File: src/rtl/dmem_io_bridge.sv
// dmem_io_bridge: splits CPU data-side requests between the data SRAM and a
// small memory-mapped IO register bank (LED, seven-segment, switches, timer,
// scratch). IO reads return with the same one-cycle latency as the SRAM.
module dmem_io_bridge #(
    parameter logic [15:0] IO_BASE     = 16'h1faf,
    parameter logic [31:0] TIMER_RESET = 32'h0
) (
    input  logic        clk,
    input  logic        reset,
    input  logic        cpu_en,
    input  logic [3:0]  cpu_wen,
    input  logic [31:0] cpu_addr,
    input  logic [31:0] cpu_wdata,
    output logic [31:0] cpu_rdata,
    output logic        ram_en,
    output logic [3:0]  ram_wen,
    output logic [31:0] ram_addr,
    output logic [31:0] ram_wdata,
    input  logic [31:0] ram_rdata,
    input  logic [7:0]  switch,
    output logic [15:0] led,
    output logic [31:0] num_data
);

    localparam logic [31:0] PA_MASK     = 32'h1fff_ffff;
    localparam logic [15:0] OFF_LED     = 16'hf000;
    localparam logic [15:0] OFF_NUM     = 16'hf010;
    localparam logic [15:0] OFF_SWITCH  = 16'hf020;
    localparam logic [15:0] OFF_TIMER   = 16'hf030;
    localparam logic [15:0] OFF_SCRATCH = 16'hf040;

    logic [31:0] pa;
    logic        io_hit;
    logic [15:0] io_off;
    logic        io_wr;

    logic [15:0] led_q,     led_d;
    logic [31:0] num_q,     num_d;
    logic [31:0] timer_q,   timer_d;
    logic [31:0] scratch_q, scratch_d;
    logic [7:0]  sw_meta_q;
    logic [7:0]  sw_sync_q;
    logic        sel_io_q;
    logic [31:0] io_rdata_q;
    logic [31:0] io_rd_c;

    // Byte-lane merge of write data into an existing register value.
    function automatic logic [31:0] merge_bytes(input logic [31:0] old_v,
                                                input logic [31:0] new_v,
                                                input logic [3:0]  be);
        logic [31:0] r;
        for (int i = 0; i < 4; i++) begin
            r[8*i +: 8] = be[i] ? new_v[8*i +: 8] : old_v[8*i +: 8];
        end
        return r;
    endfunction

    // Address decode: kseg bits stripped, upper half selects the IO window.
    assign pa     = cpu_addr & PA_MASK;
    assign io_hit = (pa[31:16] == IO_BASE);
    assign io_off = pa[15:0];
    assign io_wr  = cpu_en & io_hit & (cpu_wen != 4'b0);

    // RAM side is a pure combinational pass-through.
    assign ram_en    = cpu_en & ~io_hit;
    assign ram_wen   = ram_en ? cpu_wen : 4'b0;
    assign ram_addr  = pa;
    assign ram_wdata = cpu_wdata;

    // IO read mux on pre-edge register values.
    always_comb begin
        io_rd_c = 32'h0;
        case (io_off)
            OFF_LED:     io_rd_c = {16'h0, led_q};
            OFF_NUM:     io_rd_c = num_q;
            OFF_SWITCH:  io_rd_c = {24'h0, sw_sync_q};
            OFF_TIMER:   io_rd_c = timer_q;
            OFF_SCRATCH: io_rd_c = scratch_q;
            default:     io_rd_c = 32'h0;
        endcase
    end

    // Next-state for the IO register bank; timer counts unless written.
    always_comb begin
        led_d     = led_q;
        num_d     = num_q;
        scratch_d = scratch_q;
        timer_d   = timer_q + 32'd1;
        if (io_wr) begin
            case (io_off)
                OFF_LED: begin
                    if (cpu_wen[0]) led_d[7:0]  = cpu_wdata[7:0];
                    if (cpu_wen[1]) led_d[15:8] = cpu_wdata[15:8];
                end
                OFF_NUM:     num_d     = merge_bytes(num_q, cpu_wdata, cpu_wen);
                OFF_TIMER:   timer_d   = merge_bytes(timer_q, cpu_wdata, cpu_wen);
                OFF_SCRATCH: scratch_d = merge_bytes(scratch_q, cpu_wdata, cpu_wen);
                default: ;
            endcase
        end
    end

    // State registers, switch synchronizer and read-response capture.
    always_ff @(posedge clk or posedge reset) begin
        if (reset) begin
            led_q      <= 16'h0;
            num_q      <= 32'h0;
            timer_q    <= TIMER_RESET;
            scratch_q  <= 32'h0;
            sw_meta_q  <= 8'h0;
            sw_sync_q  <= 8'h0;
            sel_io_q   <= 1'b0;
            io_rdata_q <= 32'h0;
        end else begin
            led_q     <= led_d;
            num_q     <= num_d;
            timer_q   <= timer_d;
            scratch_q <= scratch_d;
            sw_meta_q <= switch;
            sw_sync_q <= sw_meta_q;
            if (cpu_en) begin
                sel_io_q   <= io_hit;
                io_rdata_q <= io_rd_c;
            end
        end
    end

    // Response steering follows the source of the previous request.
    assign cpu_rdata = sel_io_q ? io_rdata_q : ram_rdata;
    assign led       = led_q;
    assign num_data  = num_q;

endmodule

File: config.mk
export PLATFORM = sky130hd
export DESIGN_NAME = dmem_io_bridge
export DESIGN_NICKNAME = d
export VERILOG_FILES = /design/src/rtl/dmem_io_bridge.sv
export SDC_FILE = /design/constraint.sdc
export NUM_CORES = 1
export LEC_CHECK = 0
export BUFFER_PORTS_ARGS = -buffer_cell sky130_fd_sc_hd__buf_2
export CORE_ASPECT_RATIO = 0.75
export CORE_UTILIZATION = 45
export CTS_BUF_LIST = sky130_fd_sc_hd__clkbuf_8
export DETAILED_ROUTE_END_ITERATION = 6
export MAX_ROUTING_LAYER = met4
export PLACE_DENSITY = 0.72
export SKIP_CTS_REPAIR_TIMING = 1
export SKIP_LAST_GASP = 1
export SLEW_MARGIN = 40
export SYNTH_ARGS = -nofsm -noshare
export SYNTH_HDL_FRONTEND = slang
export SYNTH_SLANG_ARGS = --single-unit
File: constraint.sdc
create_clock -name clk -period 10.5 [get_ports clk]
set_clock_uncertainty 0.1 [all_clocks]
set_input_delay 2.625 -clock clk [delete_from_list [all_inputs] [get_ports clk]]
set_output_delay 2.625 -clock clk [all_outputs]
set_load 0.02 [all_outputs]
==> run_summary.xml, run 1 <==
<?xml version="1.0" encoding="UTF-8"?>
<metrics>
  <group name="status">
    <metric name="run_status" unit="">complete, but fails checks</metric>
    <metric name="violations" unit="">design-rule violations</metric>
  </group>
  <group name="clock_tree">
    <metric name="tritoncts_clock_tree" unit="">yes</metric>
    <metric name="worst_setup_hold_path_clk_slew" unit="ns">0.08</metric>
    <metric name="cts_inserted_buffers" unit="">17</metric>
    <metric name="cts_root_buffer" unit="">clkbuf_8</metric>
    <metric name="worst_skew_pair.late_latency" unit="ns">0.46</metric>
    <metric name="cts_buffer_depth" unit="">2</metric>
    <metric name="clock-sinks" unit="">161</metric>
    <metric name="ctsHtreeMaxLevel" unit="">4</metric>
  </group>
  <group name="place">
    <metric name="gp_congestion" unit="">0.8498</metric>
    <metric name="post_dp_cell_area" unit="µm²">9356</metric>
    <metric name="place_inst" unit="">1156</metric>
    <metric name="hpwlAfterDp" unit="mm">16.30</metric>
    <metric name="place_worst_setup_slack" unit="ns">3.678</metric>
    <metric name="placement.io_buffers" unit="">253</metric>
  </group>
  <group name="floorplan">
    <metric name="fp-row-count" unit="">42</metric>
    <metric name="design.core.area" unit="µm²">17920</metric>
    <metric name="die_span_y" unit="µm">120.1</metric>
    <metric name="dieWidth" unit="µm">159.4</metric>
    <metric name="fp.dieArea" unit="µm²">19140</metric>
    <metric name="num_io_pins" unit="">260</metric>
    <metric name="floorplan.initialDensity" unit="">0.4667</metric>
  </group>
  <group name="sta">
    <metric name="final_slew_violations" unit="">0</metric>
    <metric name="worstMarginPinSlew" unit="ns">0.8520</metric>
    <metric name="fin_crit_sh" unit="">0.6482</metric>
    <metric name="setup_total_negative_slack" unit="ns">0</metric>
    <metric name="unrepaired_setup_endpoints_after_global_routing" unit="">no</metric>
    <metric name="slew_headroom" unit="">0.4299</metric>
    <metric name="period_minus_slack" unit="ns">6.807</metric>
    <metric name="layout_setup_ws" unit="ns">3.693</metric>
    <metric name="report.final.setup_viol" unit="">0</metric>
    <metric name="maxClockFrequency" unit="MHz">146.9</metric>
    <metric name="hold_viol_final" unit="">0</metric>
  </group>
  <group name="layout">
    <metric name="stdcell_area" unit="µm²">9794</metric>
    <metric name="nets" unit="">1046</metric>
    <metric name="post_route_cells_drive_above_1_share" unit="">0.4351</metric>
    <metric name="area.growth.synth_to_final" unit="%">17.12</metric>
    <metric name="core_utilization_of_the_finished_layout" unit="">0.5466</metric>
    <metric name="fin_cells" unit="">1190</metric>
  </group>
  <group name="drt">
    <metric name="topRoutingLayerUsed" unit="">met4</metric>
    <metric name="route.vias.total" unit="">6808</metric>
    <metric name="drt.antenna.violating_nets" unit="">0</metric>
    <metric name="route.final.wire_length" unit="mm">23.19</metric>
    <metric name="met1Wirelength" unit="mm">10.53</metric>
    <metric name="drt_pre_antenna_iters" unit="">7</metric>
    <metric name="drc_violation_count_after_routing" unit="">2</metric>
    <metric name="via_per_inst" unit="">5.721</metric>
    <metric name="detailroute.wirelength.met2" unit="mm">10.79</metric>
    <metric name="wl_met3" unit="mm">1.653</metric>
    <metric name="first_iter_violations" unit="">646</metric>
    <metric name="routed_wire_length_per_instance" unit="µm">19.49</metric>
  </group>
  <group name="power_and_ir_drop">
    <metric name="total_switching_power" unit="µW">325.9</metric>
    <metric name="switching_share" unit="">0.2633</metric>
    <metric name="cellInternalPower" unit="µW">912.0</metric>
    <metric name="p_leak" unit="nW">4.784</metric>
    <metric name="combinational_power_share" unit="">0.103</metric>
    <metric name="power_density" unit="nW/µm²">126.4</metric>
    <metric name="ir_worst_vdd" unit="V">0.00007135</metric>
    <metric name="clock_power_share" unit="">0.389</metric>
    <metric name="share_seq_of_total_power" unit="">0.508</metric>
  </group>
  <group name="global_route">
    <metric name="grt_overflow" unit="">0</metric>
    <metric name="grt_first_pass_wirelength" unit="mm">35.87</metric>
    <metric name="maximum_number_of_pins_on_one_net_before_global_route_repair" unit="">87</metric>
    <metric name="first_global_vias" unit="">6332</metric>
    <metric name="number_of_antenna_violations_at_the_first_check_in_global_routing" unit="">1</metric>
    <metric name="grtUsageTotal" unit="">0.2548</metric>
  </group>
  <group name="yosys">
    <metric name="muxShareOfSynthArea" unit="">0.1771</metric>
    <metric name="synth_sequential_area_ratio" unit="">0.4817</metric>
    <metric name="yosys-top-cells-count" unit="">dfrtp_1 (161), mux2_2 (80), buf_4 (64)</metric>
    <metric name="synth_seq_cells" unit="">161</metric>
    <metric name="synthesis.area" unit="µm²">8363</metric>
    <metric name="async_reset_ff_frac" unit="">1.000</metric>
    <metric name="synth_xor_xnor_area_share" unit="">0.001047</metric>
    <metric name="synth-compound-area-share" unit="">0.1320</metric>
    <metric name="postSynth.topFlopCell" unit="">dfrtp_1</metric>
    <metric name="synth_top_family_by_area" unit="">multiplexers</metric>
    <metric name="synth_top_area_cell" unit="">dfrtp_1</metric>
    <metric name="synthesis.yosys.warnings" unit="">0</metric>
    <metric name="synth.distinct_cells" unit="">58</metric>
    <metric name="synthSimpleGateAreaFrac" unit="">0.1142</metric>
    <metric name="postSynthCellCount" unit="">758</metric>
    <metric name="synth.top_cells.by_area" unit="">dfrtp_1 (48%), mux2_2 (11%), buf_4 (5.7%), mux2_1 (3.2%), a22oi_1 (2.2%)</metric>
    <metric name="synth_top_cell_area_share" unit="">0.4817</metric>
    <metric name="synth_most_common_cell" unit="">dfrtp_1</metric>
    <metric name="syn-mean-instance-area" unit="µm²">11.03</metric>
    <metric name="synthAdderAreaFrac" unit="">0.001496</metric>
    <metric name="synth-edff-count" unit="">0</metric>
  </group>
  <group name="setup_path">
    <metric name="required" unit="ns">7.78</metric>
    <metric name="timing.critical_path.to_type" unit="">primary output</metric>
    <metric name="crit_arrival" unit="ns">4.08</metric>
    <metric name="crit_path_max_fanout" unit="">45</metric>
    <metric name="critical_path.startpoint_type" unit="">input pin</metric>
    <metric name="r2r_startpoint" unit="">timer_q[2]</metric>
    <metric name="critPathLaunch" unit="">cpu_en</metric>
    <metric name="r2r_setup_slack" unit="ns">8.20</metric>
    <metric name="critPathKind" unit="">input pin to primary output</metric>
  </group>
  <group name="hold_path">
    <metric name="min-delay-start" unit="">sw_meta_q[1]</metric>
    <metric name="hp-class" unit="">flip-flop to flip-flop</metric>
  </group>
  <group name="job">
    <metric name="max-cap-violations" unit="">0</metric>
  </group>
</metrics>
==> cell type report <==
class                           count  area, µm²
Fill cell                        1639       8125
Sequential cell                   161       4030
Multi-Input combinational cell    463       3596
Timing Repair Buffer              261       1330
Tap cell                          242      302.8
Clock buffer                       18      247.7
Clock inverter                     14      165.2
Inverter                           30      120.1
Antenna cell                        1      2.502
==> worst max-delay path, stage by stage <==
cell,delay [ns]
buf_2,0.08
buf_4,0.45
nor2b_1,0.56
and2_1,0.21
buf_2,0.16
==> layer usage <==
layer | vias up | global-route usage
li1 | 3078 | -
met1 | 3392 | 0.3493
met2 | 318 | 0.3862
met3 | 20 | 0.05427
met4 | 0 | 0.06490
met5 | - | -
==> final timing paths <==
check / end / cells past startpoint
setup / recovery: ram_wen[2] / 5
hold / removal: sw_sync_q[1] / 0
setup reg to reg: timer_q[21] / 6
hold reg to reg: sw_sync_q[1] / 0
max in group asynchronous: io_rdata_q[15] / 3
min in group asynchronous: num_data[0] / 2
==> registers in the layout, summed over array words and instances, names as in the netlist <==
name	cells
sel_io_q	1
scratch_q	32
timer_q	32
num_data	32
led	16
io_rdata_q	32
sw_sync_q	8
sw_meta_q	8
==> power by group through the flow <==
stage / Combinational, mW / Sequential [mW] / Clock, mW
detailed placement: 0.128 / 0.642 / 0
global placement: 0.127 / 0.641 / 0
finish: 0.127 / 0.629 / 0.482
global route: 0.137 / 0.630 / 0.514
floorplan: 0.0871 / 0.639 / 0
CTS: 0.128 / 0.629 / 0.490
==> cells by family (layout without fill, tap and decap cells) <==
family	count (synthesis)	count (layout)
and+or+nand+nor	177	177
xor gates and xnor gates	1	1
DFF	161	161
other	1	4
buffers and inverters	136	323
muxes	121	121
adders and majority gates	1	1
AOI/OAI and AO/OA	160	160
==> stage by stage <==
| step | total power, mW | hold WS, ns |
|---|---|---|
| 2_1_floorplan | 0.7257 | 0.2312 |
| 5_1_grt | 1.281 | 0.2601 |
| 6_report | 1.238 | 0.2523 |
| 4_1_cts | 1.247 | 0.2540 |
| 3_3_place_gp | 0.7683 | 0.2341 |
| 3_5_place_dp | 0.7697 | 0.2347 |
==> cells in the final DEF (no fill, tap or decap), drive strengths merged, types with 5 or more instances in the layout <==
cell,n
a21oi,32
mux2,112
nor3,13
clkbuf,18
nand4,12
inv,35
and2,9
dfrtp,161
clkinv,5
o21ai,25
nor4,9
nand3,16
and3,7
a22oi,24
and4,7
nor2,40
a21o,11
mux4,8
buf,261
nand2,44
a222oi,16
o22ai,24
Note: power is estimated with default switching activity, not from simulation.
==> run 2: changes to the inputs <==
==> constraint.sdc (replaced) <==
create_clock -name clk -period 6.3 [get_ports clk]
set_clock_uncertainty 0.1 [all_clocks]
set_input_delay 1.575 -clock clk [delete_from_list [all_inputs] [get_ports clk]]
set_output_delay 1.575 -clock clk [all_outputs]
set_load 0.02 [all_outputs]
==> run_summary.xml, run 2 (synthesis results as in run 1) <==
<?xml version="1.0" encoding="UTF-8"?>
<metrics>
  <group name="status">
    <metric name="run_status" unit="">complete, no violations</metric>
  </group>
  <group name="setup_path">
    <metric name="r2r_setup_slack" unit="ns">3.99</metric>
    <metric name="crit_path_max_incr_delay" unit="ns">0.58</metric>
    <metric name="critPathKind" unit="">input pin to primary output</metric>
    <metric name="critical_path.startpoint_type" unit="">input pin</metric>
    <metric name="required" unit="ns">4.62</metric>
    <metric name="crit_chain" unit="">buf_2 &gt; nor2b_1 &gt; and2_1 &gt; buf_2</metric>
    <metric name="timing.critical_path.to_type" unit="">primary output</metric>
    <metric name="worst-path-buf-inv" unit="">2</metric>
    <metric name="slowest_stage" unit="">nor2b_1</metric>
    <metric name="critical_path.reg2reg.endpoint" unit="">timer_q[26]</metric>
    <metric name="critPathLaunch" unit="">cpu_en</metric>
    <metric name="worst_r2r_path_depth" unit="">6</metric>
    <metric name="crit_path_frequent_cell" unit="">buf_2</metric>
    <metric name="crit_arrival" unit="ns">3.03</metric>
    <metric name="r2r_startpoint" unit="">timer_q[0]</metric>
    <metric name="crit_path_max_fanout" unit="">24</metric>
    <metric name="critical-path-top-delay-family" unit="">simple AND/OR/NAND/NOR gates</metric>
  </group>
  <group name="power_and_ir_drop">
    <metric name="clock_power_share" unit="">0.408</metric>
    <metric name="share_seq_of_total_power" unit="">0.493</metric>
    <metric name="total_switching_power" unit="µW">550.1</metric>
    <metric name="power_density" unit="nW/µm²">216.7</metric>
    <metric name="ir_worst_vdd" unit="V">0.0001194</metric>
    <metric name="p_leak" unit="nW">4.799</metric>
    <metric name="switching_share" unit="">0.2584</metric>
    <metric name="combinational_power_share" unit="">0.099</metric>
    <metric name="cellInternalPower" unit="mW">1.579</metric>
    <metric name="post-layout-total-power" unit="mW">2.129</metric>
  </group>
  <group name="place">
    <metric name="placement.io_buffers" unit="">253</metric>
    <metric name="gp_congestion" unit="">0.8504</metric>
    <metric name="hpwlAfterDp" unit="mm">16.37</metric>
  </group>
  <group name="layout">
    <metric name="mostFrequentLayoutCells" unit="">buf_2 (253), dfrtp_1 (160), mux2_2 (80)</metric>
    <metric name="nets" unit="">1047</metric>
    <metric name="area.growth.synth_to_final" unit="%">17.47</metric>
    <metric name="leading_cell_type_in_the_layout_fill_and_taps_excluded" unit="">buf_2</metric>
    <metric name="antenna_cells_inserted" unit="">0</metric>
    <metric name="post_route_cells_drive_above_1_share" unit="">0.4357</metric>
  </group>
  <group name="drt">
    <metric name="route.vias.total" unit="">6754</metric>
    <metric name="drt_pre_antenna_iters" unit="">7</metric>
    <metric name="drt.antenna.violating_nets" unit="">0</metric>
    <metric name="route.final.wire_length" unit="mm">22.89</metric>
    <metric name="drc_violation_count_after_routing" unit="">0</metric>
    <metric name="routed_wire_length_per_instance" unit="µm">19.23</metric>
    <metric name="first_iter_violations" unit="">539</metric>
    <metric name="via_per_inst" unit="">5.676</metric>
  </group>
  <group name="global_route">
    <metric name="first_global_vias" unit="">6308</metric>
    <metric name="grt.met1_usage" unit="">0.3533</metric>
    <metric name="global_route.usage.met2" unit="">0.3832</metric>
    <metric name="maximum_number_of_pins_on_one_net_before_global_route_repair" unit="">56</metric>
    <metric name="grt_first_pass_wirelength" unit="mm">35.84</metric>
    <metric name="grtUsageTotal" unit="">0.2541</metric>
    <metric name="grt_overflow" unit="">0</metric>
    <metric name="top_usage_layer" unit="">met2</metric>
    <metric name="number_of_antenna_violations_at_the_first_check_in_global_routing" unit="">0</metric>
    <metric name="global_routing_usage_on_met3" unit="">0.04044</metric>
  </group>
  <group name="sta">
    <metric name="final_slew_violations" unit="">0</metric>
    <metric name="hold_viol_final" unit="">0</metric>
    <metric name="setup_total_negative_slack" unit="ns">0</metric>
    <metric name="maxClockFrequency" unit="MHz">212.3</metric>
    <metric name="unrepaired_setup_endpoints_after_global_routing" unit="">no</metric>
    <metric name="finalHoldWorstSlack" unit="ns">0.2463</metric>
    <metric name="worstMarginPinSlew" unit="ns">0.8526</metric>
    <metric name="period_minus_slack" unit="ns">4.710</metric>
    <metric name="report.final.setup_viol" unit="">0</metric>
    <metric name="fin_crit_sh" unit="">0.7476</metric>
    <metric name="slew_headroom" unit="">0.4264</metric>
  </group>
  <group name="hold_path">
    <metric name="hp-class" unit="">flip-flop to flip-flop</metric>
    <metric name="hold-path-cell-count" unit="">0</metric>
    <metric name="min-delay-start" unit="">sw_meta_q[7]</metric>
    <metric name="whs_endpoint" unit="">sw_sync_q[7]</metric>
  </group>
  <group name="clock_tree">
    <metric name="cts_inserted_buffers" unit="">17</metric>
    <metric name="cts_buffer_depth" unit="">2</metric>
    <metric name="ctsHtreeMaxLevel" unit="">4</metric>
    <metric name="tritoncts_clock_tree" unit="">yes</metric>
    <metric name="worst_setup_hold_path_clk_slew" unit="ns">0.09</metric>
    <metric name="worst_skew_pair.late_latency" unit="ns">0.46</metric>
    <metric name="clock-sinks" unit="">161</metric>
    <metric name="cts_root_buffer" unit="">clkbuf_8</metric>
  </group>
  <group name="floorplan">
    <metric name="num_io_pins" unit="">260</metric>
    <metric name="floorplan.initialDensity" unit="">0.4667</metric>
    <metric name="fp.dieArea" unit="µm²">19140</metric>
    <metric name="design.core.area" unit="µm²">17920</metric>
    <metric name="dieWidth" unit="µm">159.4</metric>
    <metric name="die_span_y" unit="µm">120.1</metric>
    <metric name="fp-row-count" unit="">42</metric>
  </group>
  <group name="job">
    <metric name="max-cap-violations" unit="">0</metric>
  </group>
</metrics>
## run 2: cell types whose count changed in the layout (fill, tap and decap cells not counted), moves of 2 or more
cell and change:
nor4_1 +2, clkinv_2 -2, nor4_2 -2, buf_4 +2, inv_6 +4, inv_1 -2
## run 2: worst max-delay path by stage
stage	depth (start not counted)	slack [ns]	endpoint
final	4	1.59	ram_wen[3]
after CTS	4	1.57	ram_wen[3]
after detailed placement	4	1.58	ram_wen[3]
after global placement	7	1.49	timer_q[31]
after floorplan	1	0.28	io_rdata_q[0]
after global routing	4	1.47	ram_wen[2]
## run 2: cell type report
cell class                      count  area (µm²)
Fill cell                        1592        8095
Clock buffer                       19       261.5
Multi-Input combinational cell    463        3583
Sequential cell                   161        4030
Clock inverter                     13       195.2
Timing Repair Buffer              262        1334
Inverter                           30       117.6
Tap cell                          242       302.8
## run 2: layer usage
metal / wire, µm / part of all wire
met3: 1347 / 0.059
met1: 10870 / 0.48
met4: 412 / 0.018
met2: 10250 / 0.45
met5: 0 / 0
## run 2: metrics by stage
| step | worst slack [ns] | instances | instance area [µm²] | utilization |
|---|---|---|---|---|
| 2_1_floorplan | 0.2767 | 760 | 8371 | - |
| 3_3_place_gp | 1.487 | 1155 | 9333 | 0.5208 |
| 3_5_place_dp | 1.576 | 1156 | 9353 | 0.5219 |
| 4_1_cts | 1.575 | 1188 | 9809 | 0.5474 |
| 5_1_grt | 1.474 | 1190 | 9824 | 0.5482 |
| 6_report | 1.590 | 1190 | 9824 | 0.5482 |
## run 2: power groups by stage
stage / sequential [mW] / clock [mW] / combinational, mW
floorplan: 1.06 / 0 / 0.145
global placement: 1.07 / 0 / 0.212
detailed placement: 1.07 / 0 / 0.214
CTS: 1.05 / 0.887 / 0.215
global route: 1.05 / 0.923 / 0.229
finish: 1.05 / 0.868 / 0.212
